[src/rtl/multi_cycle_control.sv]
// Main control FSM for a multi-cycle RV32I core with a unified memory port.
// Drives the datapath enables per state, bounds every memory access with a
// wait counter and traps on illegal opcodes or memory timeouts.
module multi_cycle_control #(
  parameter int unsigned TIMEOUT_CYCLES = 255
) (
  input  logic       clk,
  input  logic       reset,
  input  logic [6:0] opcode_i,
  input  logic       branch_taken_i,
  input  logic       mem_ready_i,
  output logic       mem_req_o,
  output logic       mem_write_o,
  output logic       i_or_d_o,
  output logic       ir_write_o,
  output logic       pc_write_o,
  output logic       reg_write_o,
  output logic [1:0] pc_src_o,
  output logic       alu_src_b_o,
  output logic [2:0] alu_op_o,
  output logic [1:0] result_src_o,
  output logic [2:0] state_o,
  output logic       trap_o,
  output logic       instr_done_o
);

  typedef enum logic [2:0] {
    S_IDLE   = 3'd0,
    S_FETCH  = 3'd1,
    S_DECODE = 3'd2,
    S_EXEC   = 3'd3,
    S_MEM    = 3'd4,
    S_WB     = 3'd5,
    S_TRAP   = 3'd7
  } state_e;

  localparam logic [6:0] OP_R    = 7'b0110011;
  localparam logic [6:0] OP_I    = 7'b0010011;
  localparam logic [6:0] OP_LD   = 7'b0000011;
  localparam logic [6:0] OP_ST   = 7'b0100011;
  localparam logic [6:0] OP_BR   = 7'b1100011;
  localparam logic [6:0] OP_JAL  = 7'b1101111;
  localparam logic [6:0] OP_JALR = 7'b1100111;
  localparam logic [6:0] OP_LUI  = 7'b0110111;

  // The access traps when this wait would be the TIMEOUT_CYCLES-th one.
  localparam logic [7:0] LAST_WAIT = 8'(TIMEOUT_CYCLES - 1);

  state_e     state_q, state_d;
  logic [7:0] wait_cnt_q, wait_cnt_d;
  logic       timeout;

  assign timeout = !mem_ready_i && (wait_cnt_q == LAST_WAIT);
  assign state_o = state_q;

  // NOTE: every output and next-state signal gets a default before the case
  // so no path through the block leaves a value unassigned (no latches).
  always_comb begin
    state_d      = state_q;
    wait_cnt_d   = 8'd0;
    mem_req_o    = 1'b0;
    mem_write_o  = 1'b0;
    i_or_d_o     = 1'b0;
    ir_write_o   = 1'b0;
    pc_write_o   = 1'b0;
    reg_write_o  = 1'b0;
    pc_src_o     = 2'b00;
    alu_src_b_o  = 1'b0;
    alu_op_o     = 3'b000;
    result_src_o = 2'b00;
    trap_o       = 1'b0;
    instr_done_o = 1'b0;

    case (state_q)
      S_IDLE: state_d = S_FETCH;

      S_FETCH: begin
        mem_req_o = 1'b1;
        if (mem_ready_i) begin
          ir_write_o = 1'b1;
          pc_write_o = 1'b1;
          state_d    = S_DECODE;
        end else if (timeout) begin
          state_d = S_TRAP;
        end else begin
          wait_cnt_d = wait_cnt_q + 8'd1;
        end
      end

      S_DECODE: begin
        case (opcode_i)
          OP_R, OP_I, OP_LD, OP_ST, OP_BR, OP_JAL, OP_JALR, OP_LUI:
            state_d = S_EXEC;
          default: state_d = S_TRAP;
        endcase
      end

      S_EXEC: begin
        case (opcode_i)
          OP_BR: begin
            alu_op_o     = 3'b001;
            pc_write_o   = branch_taken_i;
            pc_src_o     = 2'b01;
            instr_done_o = 1'b1;
            state_d      = S_FETCH;
          end
          OP_JAL: begin
            pc_write_o = 1'b1;
            pc_src_o   = 2'b01;
            state_d    = S_WB;
          end
          OP_JALR: begin
            alu_src_b_o = 1'b1;
            pc_write_o  = 1'b1;
            pc_src_o    = 2'b10;
            state_d     = S_WB;
          end
          OP_LD, OP_ST: begin
            alu_src_b_o = 1'b1;
            state_d     = S_MEM;
          end
          OP_R: begin
            alu_op_o = 3'b010;
            state_d  = S_WB;
          end
          OP_I: begin
            alu_src_b_o = 1'b1;
            alu_op_o    = 3'b011;
            state_d     = S_WB;
          end
          OP_LUI: begin
            alu_src_b_o = 1'b1;
            alu_op_o    = 3'b100;
            state_d     = S_WB;
          end
          default: state_d = S_TRAP;
        endcase
      end

      S_MEM: begin
        mem_req_o   = 1'b1;
        i_or_d_o    = 1'b1;
        alu_src_b_o = 1'b1;
        mem_write_o = (opcode_i == OP_ST);
        if (mem_ready_i) begin
          if (opcode_i == OP_ST) begin
            instr_done_o = 1'b1;
            state_d      = S_FETCH;
          end else begin
            state_d = S_WB;
          end
        end else if (timeout) begin
          state_d = S_TRAP;
        end else begin
          wait_cnt_d = wait_cnt_q + 8'd1;
        end
      end

      S_WB: begin
        reg_write_o  = 1'b1;
        instr_done_o = 1'b1;
        if (opcode_i == OP_LD) begin
          result_src_o = 2'b01;
        end else if (opcode_i == OP_JAL || opcode_i == OP_JALR) begin
          result_src_o = 2'b10;
        end
        state_d = S_FETCH;
      end

      // TRAP and the unused encoding 6 both hold here until reset.
      default: begin
        trap_o  = 1'b1;
        state_d = S_TRAP;
      end
    endcase
  end

  // NOTE: sequential state uses non-blocking assignments so every flop samples
  // the pre-edge value of its inputs regardless of block ordering.
  always_ff @(posedge clk or negedge reset) begin
    if (!reset) begin
      state_q    <= S_IDLE;
      wait_cnt_q <= 8'd0;
    end else begin
      state_q    <= state_d;
      wait_cnt_q <= wait_cnt_d;
    end
  end

endmodule

[config.mk]
export PLATFORM = sky130hd
export DESIGN_NAME = multi_cycle_control
export DESIGN_NICKNAME = d
export VERILOG_FILES = /design/src/rtl/multi_cycle_control.sv
export SDC_FILE = /design/constraint.sdc
export NUM_CORES = 1
export LEC_CHECK = 0
export CAP_MARGIN = 20
export CORE_MARGIN = 1
export CORE_UTILIZATION = 40
export DETAILED_ROUTE_END_ITERATION = 10
export GPL_TIMING_DRIVEN = 0
export PLACE_DENSITY = 0.71
export SYNTH_ARGS = -nofsm -noshare
export SYNTH_HDL_FRONTEND = slang
export SYNTH_SLANG_ARGS = --single-unit
[constraint.sdc]
create_clock -name clk -period 4.2 [get_ports clk]
set_clock_uncertainty 0.15 [all_clocks]
set_input_delay 1.05 -clock clk [delete_from_list [all_inputs] [get_ports clk]]
set_output_delay 1.05 -clock clk [all_outputs]
set_load 0.01 [all_outputs]
Word-level counts from Yosys, hierarchy flattened
Index checks and enable logic that the tools add are counted.
{"block": "word_totals", "wordCells": 62, "regBits": 11, "rom_bits": 0, "n_memories": 0, "input_bits": 11, "out_inout_bits": 19, "latchBits": 0, "ramBits": 0}
{"block": "classes", "mux": 32, "n_eq_ne": 14, "n_div": 0, "order_cmp": 0, "n_reduce_logical": 13, "addsub": 1, "bitwise_logic": 0, "mul": 0, "n_shift": 0}
{"operator": "$mux 8", "n": 3}
{"operator": "$eq 7x6->1 const B", "n": 3}
{"operator": "$eq 7x7->1 const B", "n": 3}
{"operator": "$mux 3", "n": 6}
{"operator": "$pmux 3 s5", "n": 1}
{"operator": "$pmux 3 s4", "n": 1}
{"operator": "$mux 1", "n": 11}
{"operator": "$reduce_or 2->1", "n": 5}
{"operator": "$reduce_or 5->1", "n": 2}
{"operator": "$pmux 3 s3", "n": 1}
{"operator": "$add 8x1->8 const B", "n": 1}
{"operator": "$eq 8x8->1 const B", "n": 1}
{"operator": "$mux 2", "n": 4}
{"operator": "$reduce_or 8->1", "n": 1}
{"operator": "$eq 7x2->1 const B", "n": 1}
{"operator": "$eq 7x5->1 const B", "n": 1}
{"operator": "$eq 3x2->1 const B", "n": 2}
{"operator": "$eq 3x3->1 const B", "n": 2}
{"operator": "$pmux 1 s2", "n": 3}
{"operator": "$reduce_or 6->1", "n": 1}
{"operator": "$pmux 2 s2", "n": 1}
{"operator": "$eq 3x1->1 const B", "n": 1}
{"operator": "$logic_not 3->1", "n": 1}
{"operator": "$pmux 1 s3", "n": 1}
{"operator": "other kinds (3)", "n": 3}

Depth between registers and ports, before layout
{"block": "depth", "ltp_word": 5, "depth_mapped": 6, "depth_no_buf": 6}

Worst setup path after synthesis
OpenSTA, ideal clock, no wires.
{"block": "synth_timing", "path_kind": "input-to-output", "from": "in opcode_i[2]", "to": "out instr_done_o", "path_buffers": 1, "required_ns": 3.000, "t_arrival_ns": 2.124, "path_stages": 5, "slack_ns": 0.876, "path_cell_list": "buf_6 -> nand4bb_4 -> or3_1 -> nor3_2 -> a221o_1"}
{"block": "synth_via", "elab_chain_cells": 4, "elab_cells_between_ends": 6, "classes_between": "2 x eq/ne; 4 x mux"}
{"element": "start: declaration", "line": "9", "rtl": "input logic [6:0] opcode_i,"}
{"element": "$eq 7x6->1", "line": "146", "rtl": "if (opcode_i == OP_ST) begin"}
{"element": "$mux 1", "line": "146"}
{"element": "$mux 1", "line": "145", "rtl": "if (mem_ready_i) begin"}
{"element": "$pmux 1 s3 *", "line": "74", "rtl": "case (state_q)"}
{"element": "end: declaration", "line": "24", "rtl": "output logic instr_done_o"}
Mark *: on every way between the ends. The rest lies on a longest branch, timed or not.

Worst setup path in the final report
{"block": "layout_timing", "from": "in opcode_i[3]", "to": "out instr_done_o"}
The elaborated chain is that of the path after synthesis.

==> impl_metrics.ini <==
[status]
outcome = finished clean

[power]
leakage_nw = 0.491
peakVddDrop_uv = 164
power_density_nw_per_um2 = 167

[worst_setup_path]
crit_start = opcode_i[3]
crit_slowest_cell = clkdlybuf4s50_1
critPathCaptureType = primary output
crit_family = buffers and inverters
path_buf_inv = 2
cp-start-kind = input pin
r2r_setup_slack_ns = 2.59
critical_path_class = in -> out
reg2reg_from = wait_cnt_q[0]
cp.arrival_ns = 2.78
crit_chain = dlygate4sd2_1 > nand4bb_4 > or3_1 > nor3_2 > a221o_1 > clkdlybuf4s50_1
crit_path_max_fanout = 6
max_stage_delay_ns = 0.53
cp.required_ns = 3.00

[synthesis]
ys_seq_area_frac = 0.292
synthAdderAreaFrac = 0.0266
netlist_area_sq_um = 942
synthXorXnorAreaFrac = 0.0744
synth_cells = 115
yosysWarnings = 0
synth_area_leaders = dfrtp_1 29%, nor2_1 7.2%, xor2_1 6.5%, buf_6 6.0%, a21oi_1 4.2%
synth.net_count = 128
ys_ff_latch = 11
muxShareOfSynthArea = 0
synth-simple-area-share = 0.404
synth_top_family_by_area = simple AND/OR/NAND/NOR gates
synth_top_area_cell = dfrtp_1
syn_area_per_cell_sq_um = 8.19
synthDistinctLibCells = 36
synth_top_area_frac = 0.292
synth_compound_area_frac = 0.116

[cells_and_area]
final_area_sq_um = 1260
fin_nets = 158
stdcell_count = 172
layout-drive-gt1-share = 0.118
post-route-util = 0.569
antenna_cells = 0
final_common_cell = clkdlybuf4s50_1
n_fill_cell = 215
synthToLayoutAreaGrowth_pct = 33.6
final_cell_mix = 22 x clkdlybuf4s50_1, 18 x nor2_1, 11 x dfrtp_1

[placed_design]
dpl-instance-area_sq_um = 1230
dp_hpwl_um = 1690
port_buffers = 25
place_congestion = 0.859
dpl.cell_count = 168

[grt]
antenna_found_initial = 0
track_usage = 0.187
grt_pass1_wl_um = 3640
overflow = 0
grt_max_degree = 12
grt_pass1_vias = 858

[sta]
tightest_slew_ns = 0.484
slew_viol_final = 0
fin_crit_sh = 0.947
fmax_mhz = 251
setup_viol = 0
post-route-min-period_ns = 3.98
final.setup.tns_ns = 0
max_slew_margin = 0.676
rsz0062_at_grt = false
final_hold_viol_count = 0

[route]
num_vias = 941
drc = 0
routed_wirelength_um = 2160
wire_per_inst_um = 12.6
drt_iter0_markers = 26
drt-pass1-iter-count = 4
drtAntennaViolNets = 0
vias_per_cell = 5.47

[run]
maxCapViolCount = 0

[clock_tree]
htreeDepth = 1
cts_tree = yes
clockBufferDepth = 2
clkSinkCount = 11
clockRootBuffer = clkbuf_4
insertion_delay_ns = 0.27
clk_pin_slew_ns = 0.07
cts_made_buffers = 3
holdBufCountCts = 0

[die]
num_rows = 17
fp.dieH_um = 50.5
core_sq_um = 2210
ios = 30
initial_core_util = 0.426
dieArea_sq_um = 2550
die_x_um = 50.5

[worst_hold_path]
hp-start = wait_cnt_q[0]
hold_path.class = reg -> reg
## synthesized netlist by cell type, drive strengths merged
master,count
nand3,5
a211oi,1
nor2b,1
nand2,10
and3b,1
nand4,5
and4bb,1
xor2,7
a31oi,1
ha,2
a21oi,8
a21o,1
nand4b,1
xnor2,1
nand4bb,1
dfrtp,11
and2,1
or3,2
nand2b,6
o22ai,1
and3,2
and4,3
o21bai,1
nor3,6
nor3b,2
inv,5
or4,1
a41oi,2
o21ai,1
buf,6
nor2,18
a221o,1
## power by group
part / switching, W / leakage [nW] / internal, W
logic: 0.0000157 / 0.335 / 0.0000147
registers: 0 / 0.138 / 0.000106
clock network: 0.0000386 / 0.0177 / 0.0000353
## per-layer routing
metal,part of all wire,track usage,routed length (um)
met3,0.062,0.0515,133
met5,0,0,0
met1,0.44,0.228,951
met2,0.49,0.318,1070
met4,0.0037,0.0556,8
## state kept, by name (all words and copies together), names as in the netlist
| register | cells |
|---|---|
| state_o | 3 |
| wait_cnt_q | 8 |
## cell type report
class | count | area [sq um] | area share
buffer | 6 | 63.8 | 0.0507
clock buffer | 3 | 22.5 | 0.0179
clock inverter | 1 | 5.00 | 0.00398
inverter | 5 | 18.8 | 0.0149
multi-input combinational | 93 | 584 | 0.464
sequential | 11 | 275 | 0.219
tap | 28 | 35.0 | 0.0278
timing repair buffer | 25 | 254 | 0.202
## per-stage QoR
step | total power [W] | setup slack, ns | hold slack [ns]
3_5_place_dp | 0.000139 | -0.0285 | 0.387
2_1_floorplan | 0.000126 | 0.876 | 0.343
5_1_grt | 0.000220 | 0.120 | 0.430
3_3_place_gp | 0.000138 | 0.00402 | 0.382
4_1_cts | 0.000213 | 0.0715 | 0.398
6_report | 0.000210 | 0.224 | 0.398
## cell families after synthesis
family                     after synthesis
xor gates and xnor gates                 8
buffers and inverters                   11
AOI/OAI and AO/OA                       17
adders and majority gates                2
and+or+nand+nor                         66
DFF                                     11
## final timing paths
| path | cells past startpoint | to |
|---|---|---|
| hold reg to reg | 1 | wait_cnt_q[0] |
| hold / removal | 1 | wait_cnt_q[0] |
| min in group asynchronous | 1 | wait_cnt_q[1] |
| setup / recovery | 6 | instr_done_o |
| setup reg to reg | 5 | wait_cnt_q[4] |
| max in group asynchronous | 1 | wait_cnt_q[5] |
## repair_timing
| item | CTS | global route |
|---|---|---|
| setup buffers | 0 | 0 |
| endpoints found under the setup margin | 1 | 1 |
| resized for setup | 1 | 2 |
Power figures use the tool's default switching activity.
